`config.mk`:
```
export PLATFORM = sky130hd
export DESIGN_NAME = dmem_arbiter
export DESIGN_NICKNAME = d
export VERILOG_FILES = /design/src/rtl/dmem_arbiter_pkg.sv /design/src/rtl/dmem_arbiter_load_ext.sv /design/src/rtl/dmem_arbiter.sv
export SDC_FILE = /design/constraint.sdc
export NUM_CORES = 1
export LEC_CHECK = 0
export CORE_ASPECT_RATIO = 1.75
export CORE_MARGIN = 3
export CORE_UTILIZATION = 25
export CTS_CLUSTER_DIAMETER = 30
export CTS_CLUSTER_SIZE = 8
export DETAILED_ROUTE_END_ITERATION = 10
export PLACE_DENSITY = 0.56
export SETUP_SLACK_MARGIN = 0.5
export SKIP_CTS_REPAIR_TIMING = 1
export SLEW_MARGIN = 5
export SYNTH_ARGS = -nofsm -noshare
export SYNTH_HDL_FRONTEND = slang
export SYNTH_SLANG_ARGS = --single-unit
```
`constraint.sdc`:
```
create_clock -name clk -period 10.5 [get_ports clk]
set_input_delay 2.1 -clock clk [delete_from_list [all_inputs] [get_ports clk]]
set_output_delay 2.1 -clock clk [all_outputs]
set_load 0.02 [all_outputs]
```
`src/rtl/dmem_arbiter_pkg.sv`:
```
// Shared definitions for the data-memory arbiter and the load extender:
// length encodings, FSM state type, per-transaction control bundle and a
// helper giving the byte count of an access length.
package dmem_arbiter_pkg;

  localparam logic [1:0] LEN_BYTE = 2'b00;
  localparam logic [1:0] LEN_HALF = 2'b01;
  localparam logic [1:0] LEN_RSVD = 2'b10;
  localparam logic [1:0] LEN_WORD = 2'b11;

  typedef enum logic [1:0] {
    ST_IDLE   = 2'd0,
    ST_ACCESS = 2'd1,
    ST_RESP   = 2'd2
  } state_e;

  // Control half of the command register; addr/wdata live beside it
  // because their widths are module parameters.
  typedef struct packed {
    logic       port;
    logic       we;
    logic [1:0] len;
    logic       uns;
    logic       err;
  } cmd_ctl_t;

  // Reserved length reports 4 so the range check stays well defined;
  // the access is rejected by the length check anyway.
  function automatic logic [2:0] len_bytes(input logic [1:0] len);
    case (len)
      LEN_BYTE: len_bytes = 3'd1;
      LEN_HALF: len_bytes = 3'd2;
      default:  len_bytes = 3'd4;
    endcase
  endfunction

endpackage

```
`src/rtl/dmem_arbiter_load_ext.sv`:
```
// dmem_load_ext: combinational load-data extender, shared with the core LSU.
//   datar : raw memory read word (byte at Addr in bits [7:0])
//   len   : access length (byte / half / word)
//   uns   : 1 = zero-extend, 0 = sign-extend
//   ext   : extended result
module dmem_load_ext
  import dmem_arbiter_pkg::*;
#(
  parameter int WIDTH_DATA_LENGTH = 32,
  parameter int LENGHT_MUX        = 2
) (
  input  logic [WIDTH_DATA_LENGTH-1:0] datar,
  input  logic [LENGHT_MUX-1:0]        len,
  input  logic                         uns,
  output logic [WIDTH_DATA_LENGTH-1:0] ext
);

  always_comb begin
    ext = datar;
    case (len)
      LEN_BYTE: ext = {{(WIDTH_DATA_LENGTH-8){datar[7] & ~uns}}, datar[7:0]};
      LEN_HALF: ext = {{(WIDTH_DATA_LENGTH-16){datar[15] & ~uns}}, datar[15:0]};
      default:  ext = datar;
    endcase
  end

endmodule

```
`src/rtl/dmem_arbiter.sv`:
```
// dmem_arbiter: shares the byte-addressed data memory between port 0 (core
// load/store) and port 1 (debug/DMA). Round-robin grant, one transaction in
// flight (IDLE -> ACCESS -> RESP), access checks done at accept.
//   clk, rst_n            : clock, synchronous active-low reset
//   pN_req_*              : request handshake + addr/wdata/we/len/unsigned
//   pN_rsp_*, pN_rdata/err: response handshake, extended load data, reject flag
//   dmem_*                : memory Addr/DataW/MemRW/LenSel pins, DataR input
module dmem_arbiter
  import dmem_arbiter_pkg::*;
#(
  parameter int WIDTH_ADDR_LENGTH = 32,
  parameter int WIDTH_DATA_LENGTH = 32,
  parameter int MEM_DEPTH         = 1 << 10,
  parameter int LENGHT_MUX        = 2
) (
  input  logic                         clk,
  input  logic                         rst_n,
  input  logic                         p0_req_valid,
  output logic                         p0_req_ready,
  input  logic [WIDTH_ADDR_LENGTH-1:0] p0_addr,
  input  logic [WIDTH_DATA_LENGTH-1:0] p0_wdata,
  input  logic                         p0_we,
  input  logic [LENGHT_MUX-1:0]        p0_len,
  input  logic                         p0_unsigned,
  output logic                         p0_rsp_valid,
  input  logic                         p0_rsp_ready,
  output logic [WIDTH_DATA_LENGTH-1:0] p0_rdata,
  output logic                         p0_err,
  input  logic                         p1_req_valid,
  output logic                         p1_req_ready,
  input  logic [WIDTH_ADDR_LENGTH-1:0] p1_addr,
  input  logic [WIDTH_DATA_LENGTH-1:0] p1_wdata,
  input  logic                         p1_we,
  input  logic [LENGHT_MUX-1:0]        p1_len,
  input  logic                         p1_unsigned,
  output logic                         p1_rsp_valid,
  input  logic                         p1_rsp_ready,
  output logic [WIDTH_DATA_LENGTH-1:0] p1_rdata,
  output logic                         p1_err,
  output logic [WIDTH_ADDR_LENGTH-1:0] dmem_addr,
  output logic [WIDTH_DATA_LENGTH-1:0] dmem_dataw,
  output logic                         dmem_memrw,
  output logic [LENGHT_MUX-1:0]        dmem_lensel,
  input  logic [WIDTH_DATA_LENGTH-1:0] dmem_datar
);

  state_e                         state_q, state_d;
  logic                           last_grant;
  cmd_ctl_t                       cmd;
  logic [WIDTH_ADDR_LENGTH-1:0]   cmd_addr;
  logic [WIDTH_DATA_LENGTH-1:0]   cmd_wdata;
  logic [WIDTH_DATA_LENGTH-1:0]   rsp_rdata;
  logic [WIDTH_DATA_LENGTH-1:0]   ext;

  logic                           sel_port, accept, rsp_ready_sel;
  logic [WIDTH_ADDR_LENGTH-1:0]   sel_addr;
  logic [WIDTH_DATA_LENGTH-1:0]   sel_wdata;
  logic [LENGHT_MUX-1:0]          sel_len;
  logic                           sel_we, sel_uns, sel_err;
  logic [WIDTH_ADDR_LENGTH:0]     sel_end;

  // Tie goes to the port not granted last; a lone requester always wins.
  assign sel_port = (p0_req_valid & p1_req_valid) ? ~last_grant : p1_req_valid;
  assign accept   = (state_q == ST_IDLE) & (p0_req_valid | p1_req_valid);

  assign p0_req_ready = accept & ~sel_port;
  assign p1_req_ready = accept &  sel_port;

  assign sel_addr  = sel_port ? p1_addr     : p0_addr;
  assign sel_wdata = sel_port ? p1_wdata    : p0_wdata;
  assign sel_we    = sel_port ? p1_we       : p0_we;
  assign sel_len   = sel_port ? p1_len      : p0_len;
  assign sel_uns   = sel_port ? p1_unsigned : p0_unsigned;

  // One extra bit so addr near the top of the address space cannot wrap
  // back into range.
  assign sel_end = {1'b0, sel_addr} + (WIDTH_ADDR_LENGTH+1)'(len_bytes(sel_len));

  assign sel_err = (sel_len == LEN_RSVD)
                 | ((sel_len == LEN_HALF) & sel_addr[0])
                 | ((sel_len == LEN_WORD) & (sel_addr[1:0] != 2'b00))
                 | (sel_end > (WIDTH_ADDR_LENGTH+1)'(MEM_DEPTH));

  assign rsp_ready_sel = cmd.port ? p1_rsp_ready : p0_rsp_ready;

  always_ff @(posedge clk) begin
    if (!rst_n) state_q <= ST_IDLE;
    else        state_q <= state_d;
  end

  always_comb begin
    state_d = state_q;
    case (state_q)
      ST_IDLE:   if (accept) state_d = ST_ACCESS;
      ST_ACCESS: state_d = ST_RESP;
      ST_RESP:   if (rsp_ready_sel) state_d = ST_IDLE;
      default:   state_d = ST_IDLE;
    endcase
  end

  always_ff @(posedge clk) begin
    if (!rst_n) begin
      last_grant <= 1'b1;
      cmd        <= '0;
      cmd_addr   <= '0;
      cmd_wdata  <= '0;
      rsp_rdata  <= '0;
    end else begin
      if (accept) begin
        last_grant <= sel_port;
        cmd        <= '{port: sel_port, we: sel_we, len: sel_len,
                        uns: sel_uns, err: sel_err};
        cmd_addr   <= sel_addr;
        cmd_wdata  <= sel_wdata;
      end
      if (state_q == ST_ACCESS)
        rsp_rdata <= (cmd.we | cmd.err) ? '0 : ext;
    end
  end

  dmem_load_ext #(
    .WIDTH_DATA_LENGTH(WIDTH_DATA_LENGTH),
    .LENGHT_MUX       (LENGHT_MUX)
  ) u_ext (
    .datar(dmem_datar),
    .len  (cmd.len),
    .uns  (cmd.uns),
    .ext  (ext)
  );

  // Memory pins come straight from the command register, so they only
  // change at accept and hold their last value otherwise.
  assign dmem_addr   = cmd_addr;
  assign dmem_dataw  = cmd_wdata;
  assign dmem_lensel = cmd.len;
  assign dmem_memrw  = (state_q == ST_ACCESS) & cmd.we & ~cmd.err;

  assign p0_rsp_valid = (state_q == ST_RESP) & ~cmd.port;
  assign p1_rsp_valid = (state_q == ST_RESP) &  cmd.port;
  assign p0_rdata     = p0_rsp_valid ? rsp_rdata : '0;
  assign p1_rdata     = p1_rsp_valid ? rsp_rdata : '0;
  assign p0_err       = p0_rsp_valid & cmd.err;
  assign p1_err       = p1_rsp_valid & cmd.err;

endmodule

```
==> summary.md, run 1 <==
| Metric | Value |
|---|---|
| Worst hold path stage count | `2` |
| Crit-path cells | `clkdlybuf4s50_1 > a21boi_4 > buf_4 > nor2_2 > clkdlybuf4s50_1` |
| Critical path's top delay family | `buffers and inverters` |
| Power density over the cells | `122.7 nW/um^2` |
| Port Buffers | `310` |
| H-Tree Depth | `3` |
| Die area | `27270 um^2` |
| First-pass GRT wire length | `about 38 mm` |
| Total CTS buffers | `9` |
| Antenna viol nets, final | `0` |
| Setup slack at placement | `4.169 ns` |
| Dominant cell type by area after synthesis | `dfxtp_1` |
| Die Y | `216.2 um` |
| Hpwl dp | `around 19 mm` |
| Finished Cell Area | `9966 um^2` |
| FF-to-FF End | `cmd[0]` |
| Nets | `1224` |
| Compound-Gate Fraction of Synth Area | `0.2755` |
| Syn_nets | `954` |
| Final setup TNS | `0 ns` |
| Drt wl/cell | `about 18 um` |
| Combinational family with the most area after synthesis | `compound AO/OA/AOI/OAI gates` |
| Fmax | `between 150 and 200 MHz` |
| RSZ-0062 raised after global routing | `false` |
| EDFF count, synth | `0` |
| Clk pin slew, worst setup/hold paths | `0.07 ns` |
| Std cell rows | `76` |
| RePlAce Congestion | `around 0.84` |
| Worst Tran Pin Value | `1.201 ns` |
| FF+latch count, synth | `around 110` |
| Critical Path Fanout Max | `66` |
| Crit. End Element | `output pin` |
| Critical path type | `in2out` |
| Final Hold Violating Endpoints | `0` |
| CP arrival | `4.17 ns` |
| Ports | `approximately 310` |
| Via count | `6723` |
| Post-synthesis sequential area ratio | `0.3330` |
| Maximum vdd drop | `approximately 0.065 mV` |
| Fin crit period | `6.270 ns` |
| Unique masters post-synth | `64` |
| GRT Residual Overflow | `0` |
| Critical Path Source Type | `input port` |
| Final worst slack | `4.230 ns` |
| XOR/XNOR Fraction of Synth Area | `0.02220` |
| Via/cell ratio | `4.925` |
| Clk buf depth | `2` |
| Worst r2r src | `last_grant` |
| Initial antenna violation count | `1` |
| Hold Path Class | `reg2reg` |
| Dpl cell area | `9638 um^2` |
| WHS Endpoint | `dmem_dataw[5]` |
| CTS tree | `yes` |
| Final setup violation count | `0` |
| 1st-pass router iterations | `5` |
| Yosys top cell area share | `0.3330` |
| Violation count after the first detailed-route iteration | `345` |
| Synthesized area per cell | `a little over 8 um^2` |
| Highest-delay cell along the critical path | `buf_4` |
| GRT Overall Usage | `0.1771` |
| Main synth FF type | `dfxtp_1` |
| Max_cap viols | `0` |
| WP buf/inv | `3` |
| CP most frequent cell | `clkdlybuf4s50_1` |
| Final Skew | `roughly 0.0081 ns` |
| Area contributors post-synth | `dfxtp_1 (33%), and2_1 (6.9%), nand2_1 (6.6%)` |
| CP peak stage delay | `0.62 ns` |
| P_leak | `3.779 nW` |
| PnR Total Power | `between 1 and 1.5 mW` |
| Setup slack, reg-to-reg | `about 6.5 ns` |
| Layout cells sized above 1 | `0.05133` |
| R2r worst-path depth | `13` |
| Pin count of the biggest net entering global routing | `106` |
| Post-Syn Area | `6312 um^2` |
| DRC | `0` |
| Mapped Cells | `777` |
| Worst-skew pair later-pin latency | `~0.36 ns` |
| Adder-Cell Fraction of Synth Area | `0.005946` |
| Root buffer cell | `clkbuf_16` |
| Fraction of the cycle the final worst path needs | `0.5971` |
| Slew headroom | `0.1933` |
| # clock sinks | `105` |
| Yosys warns | `0` |
| Vias in the first global route | `6650` |
| Initial Utilization | `0.2553` |
| Mux share of post-synthesis cell area | `0.05907` |
| Status | `finished clean` |
| Max Slew Vio Count | `0` |
| Hold Crit Start | `dmem_dataw[5]` |
| # fillers | `2558` |
| Drt total wl | `24.98 mm` |
| P&R area growth vs syn | `57.88%` |
| Simple-gate share of the synthesized area | `0.2565` |
| Ys async rst share | `0` |
| Commonest non-fill, non-tap cell in the layout | `clkdlybuf4s50_1` |
| Critical Path RT | `8.40 ns` |
| Core box area | `24720 um^2` |
| Die X-Extent | `126.1 um` |
| Commonest cells after routing, fill and taps aside | `clkdlybuf4s50_1 (309), nand2_1 (111), dfxtp_1 (105)` |
-- logic make-up (layout without fill, tap and decap cells) --
family	count (synthesis)	in the layout
AOI/OAI and AO/OA	236	236
xor gates and xnor gates	16	16
adders and majority gates	3	3
buffers and inverters	72	347
DFF	105	105
muxes	35	35
other	0	1
and+or+nand+nor	310	310
-- stage by stage --
stage | utilization | hold slack, ns | std cells
2_1_floorplan | - | 0.4448 | 777
3_3_place_gp | 0.3898 | 0.4518 | 1348
3_5_place_dp | 0.3898 | 0.4575 | 1348
4_1_cts | 0.4030 | 0.4680 | 1364
5_1_grt | 0.4031 | 0.4868 | 1365
6_report | 0.4031 | 0.4636 | 1365
-- flip-flops by register name (all words and copies together) (netlist names) --
signal       count
dmem_addr       32
rsp_rdata       32
state_q          2
dmem_dataw      32
last_grant       1
dmem_lensel      2
cmd              4
-- worst register-to-register path, stage by stage, from the launching register on --
cell,delay [ns]
dfxtp_1,0.40
a21bo_2,0.20
buf_4,0.49
mux2i_1,0.46
inv_1,0.08
ha_1,0.36
o21ai_0,0.11
mux2i_2,0.31
o31ai_4,0.20
nor3_2,0.26
nand3_1,0.12
or3_1,0.42
a2111oi_2,0.36
a31oi_1,0.12
-- how the worst max path moves through the flow --
| stage | start | endpoint | slack [ns] | cells past startpoint |
|---|---|---|---|---|
| CTS | p1_req_valid | p0_req_ready | 4.21 | 5 |
| detailed placement | p0_req_valid | cmd[0] | 4.17 | 14 |
| global route | p1_req_valid | p0_req_ready | 4.10 | 5 |
| global placement | p1_req_valid | p0_req_ready | 4.25 | 5 |
| finish | p1_req_valid | p0_req_ready | 4.23 | 5 |
| floorplan | p1_req_valid | p0_req_ready | 4.69 | 7 |
-- final cells by class --
cell class / count / area [um^2] / share of cell area
Antenna cell: 1 / 2.502 / 0.0002511
Timing Repair Buffer: 319 / 3166 / 0.3176
Clock buffer: 9 / 225.2 / 0.02260
Tap cell: 312 / 390.4 / 0.03917
Clock inverter: 7 / 100.1 / 0.01004
Inverter: 12 / 45.04 / 0.004520
Multi-Input combinational cell: 600 / 3935 / 0.3949
Sequential cell: 105 / 2102 / 0.2109
-- cells in the mapped netlist, types with 15 or more instances --
master / number
and2_1: 70
clkbuf_1: 43
a22oi_1: 44
o21ai_0: 43
nand3_1: 33
nor2_1: 19
o211a_1: 31
nor3_1: 15
dfxtp_1: 105
mux2i_1: 28
a21boi_0: 54
nor2b_1: 20
a21oi_1: 26
nand2_1: 111
-- routing by layer --
metal  wire [um]  part of all wire  global-route usage  up-vias
li1            -                 -                   -     3342
met1        9365              0.37              0.1913     3144
met4         520             0.021             0.06084        0
met3        1192             0.048             0.02861       25
met5           0                 0                   0        -
met2       13900              0.56              0.3423      212
-- power by group --
| part | internal (mW) | switching, mW |
|---|---|---|
| Combinational | 0.182 | 0.196 |
| Sequential | 0.437 | 0.0272 |
| Clock | 0.212 | 0.168 |
Power figures use the tool's default switching activity.
==> inputs of run 2 (changes only) <==
- clock period: 10.5 -> 6.23 ns (I/O delays scaled with it)
==> summary.md, run 2 (synthesized netlist as in run 1, its figures left out) <==
| Metric | Value |
|---|---|
| Crit-path cells | `clkdlybuf4s50_1 > a21bo_2 > mux2i_1 > inv_1 > ha_1 > o21ai_0 > mux2i_2 > o31ai_4 > nor3_2 > nand3_1 > or3_1 > a2111oi_2 > a31oi_1` |
| CP arrival | `5.04 ns (+0.87 ns)` |
| Critical Path Fanout Max | `17 (-74%)` |
| P_leak | `3.778 nW (about the same)` |
| Crit. End Element | `flip-flop` |
| Final hold slack | `0.4623 ns (-0.001335 ns)` |
| Maximum vdd drop | `0.1151 mV (+77%)` |
| Initial antenna violation count | `1 (unchanged)` |
| GRT Overall Usage | `0.1793 (+0.002240)` |
| Vias in the first global route | `6758 (+1.6%)` |
| Fin crit period | `4.797 ns` |
| Violation count after the first detailed-route iteration | `386 (+12%)` |
| Layout cells sized above 1 | `0.05038 (-0.0009506)` |
| Total CTS buffers | `9 (unchanged)` |
| Slew headroom | `0.2573 (+0.06403)` |
| Hold Path Class | `reg2reg` |
| Drt wl/cell | `18.54 um (+1.3%)` |
| P&R area growth vs syn | `57.82% (about the same)` |
| # clock sinks | `105 (unchanged)` |
| Nets | `1224 (unchanged)` |
| Pin count of the biggest net entering global routing | `106 (unchanged)` |
| Hpwl dp | `19.38 mm (+1.7%)` |
| Dpl cell area | `9638 um^2 (unchanged)` |
| RePlAce Congestion | `0.8940 (+5.9%)` |
| Std cell rows | `76 (unchanged)` |
| Commonest cells after routing, fill and taps aside | `clkdlybuf4s50_1 (309), nand2_1 (111), dfxtp_1 (105)` |
| Max Slew Vio Count | `0 (unchanged)` |
| RSZ-0062 raised after global routing | `false` |
| Port Buffers | `310 (unchanged)` |
| Max_cap viols | `0 (unchanged)` |
| WHS Endpoint | `dmem_dataw[21]` |
| H-Tree Depth | `3 (unchanged)` |
| Status | `finished clean` |
| Die area | `27270 um^2 (unchanged)` |
| Worst hold path stage count | `2 (unchanged)` |
| Critical path type | `in2reg` |
| Critical Path RT | `6.47 ns (-1.93 ns)` |
| DRC | `0 (unchanged)` |
| Worst-skew pair later-pin latency | `0.35 ns (about the same)` |
| Clk buf depth | `2 (unchanged)` |
| Final setup TNS | `0 ns (unchanged)` |
| Via/cell ratio | `4.928 (about the same)` |
| 1st-pass router iterations | `4 (-1)` |
| Finished Cell Area | `9962 um^2 (about the same)` |
| Die Y | `216.2 um (unchanged)` |
| Via count | `6727 (+0.059%)` |
| First-pass GRT wire length | `38.43 mm (+0.78%)` |
| CP peak stage delay | `0.59 ns (-0.03 ns)` |
| Fraction of the cycle the final worst path needs | `0.7700` |
| Final setup violation count | `0 (unchanged)` |
| Final Skew | `0.01108 ns (+0.002932 ns)` |
| Worst Tran Pin Value | `1.106 ns (-0.09532 ns)` |
| Highest-delay cell along the critical path | `clkdlybuf4s50_1` |
| FF-to-FF End | `cmd[0]` |
| Clk pin slew, worst setup/hold paths | `0.08 ns (about the same)` |
| Setup slack, reg-to-reg | `2.53 ns (-3.97 ns)` |
| Root buffer cell | `clkbuf_16` |
| Critical Path Source Type | `input port` |
| Die X-Extent | `126.1 um (unchanged)` |
| Worst r2r src | `last_grant` |
| Antenna viol nets, final | `0 (unchanged)` |
| Drt total wl | `25.31 mm (+1.3%)` |
| Power density over the cells | `206.5 nW/um^2 (+68%)` |
| GRT Residual Overflow | `0 (unchanged)` |
| Ports | `311 (unchanged)` |
| Commonest non-fill, non-tap cell in the layout | `clkdlybuf4s50_1` |
| Core box area | `24720 um^2 (unchanged)` |
| Fmax | `208.5 MHz` |
| CTS tree | `yes` |
| Hold Crit Start | `dmem_dataw[21]` |
| Final Hold Violating Endpoints | `0 (unchanged)` |
| Initial Utilization | `0.2553 (unchanged)` |
| R2r worst-path depth | `12 (-1)` |
-- run 2: layout make-up --
type | instances | area, um^2
Fill cell | 2571 | 14760
Multi-Input combinational cell | 600 | 3935
Timing Repair Buffer | 319 | 3166
Sequential cell | 105 | 2102
Tap cell | 312 | 390.4
Clock buffer | 11 | 242.7
Clock inverter | 5 | 78.83
Inverter | 12 | 45.04
Antenna cell | 1 | 2.502
-- run 2: worst max-delay path, delay by kind of cell --
family                   cells  cell delay [ns]
AO/OA/AOI/OAI                5             1.25
adder cells (fa/ha/maj)      1             0.35
AND/OR/NAND/NOR              3             0.81
buffers and inverters        2             0.67
multiplexers                 2             0.72
-- run 2: metal layers --
metal | routed length (um) | track usage
met5 | 0 | 0
met4 | 729 | 0.07122
met3 | 1372 | 0.03576
met2 | 13740 | 0.3416
met1 | 9473 | 0.1898
-- run 2: worst max path at each step --
stage | from | depth (start not counted) | to
3_3_place_gp | p0_req_valid | 13 | cmd[0]
2_1_floorplan | p1_req_valid | 17 | cmd[0]
3_5_place_dp | p0_req_valid | 13 | cmd[0]
4_1_cts | p0_req_valid | 13 | cmd[0]
5_1_grt | p0_req_valid | 13 | cmd[0]
6_report | p0_req_valid | 13 | cmd[0]
-- run 2: metrics by stage --
stage               instances  power (mW)  worst slack [ns]    util
global route             1365       2.171             1.210  0.4029
CTS                      1364       2.098             1.441  0.4028
global placement         1348       1.443             1.155  0.3898
floorplan                 777       1.120             1.641       -
detailed placement       1348       1.448             1.042  0.3898
finish                   1365       2.057             1.433  0.4029
-- run 2: report_power, final --
| group | internal, mW | switching (mW) | total [mW] |
|---|---|---|---|
| Combinational | 0.308 | 0.331 | 0.639 |
| Clock | 0.364 | 0.271 | 0.634 |
| Sequential | 0.737 | 0.0465 | 0.784 |
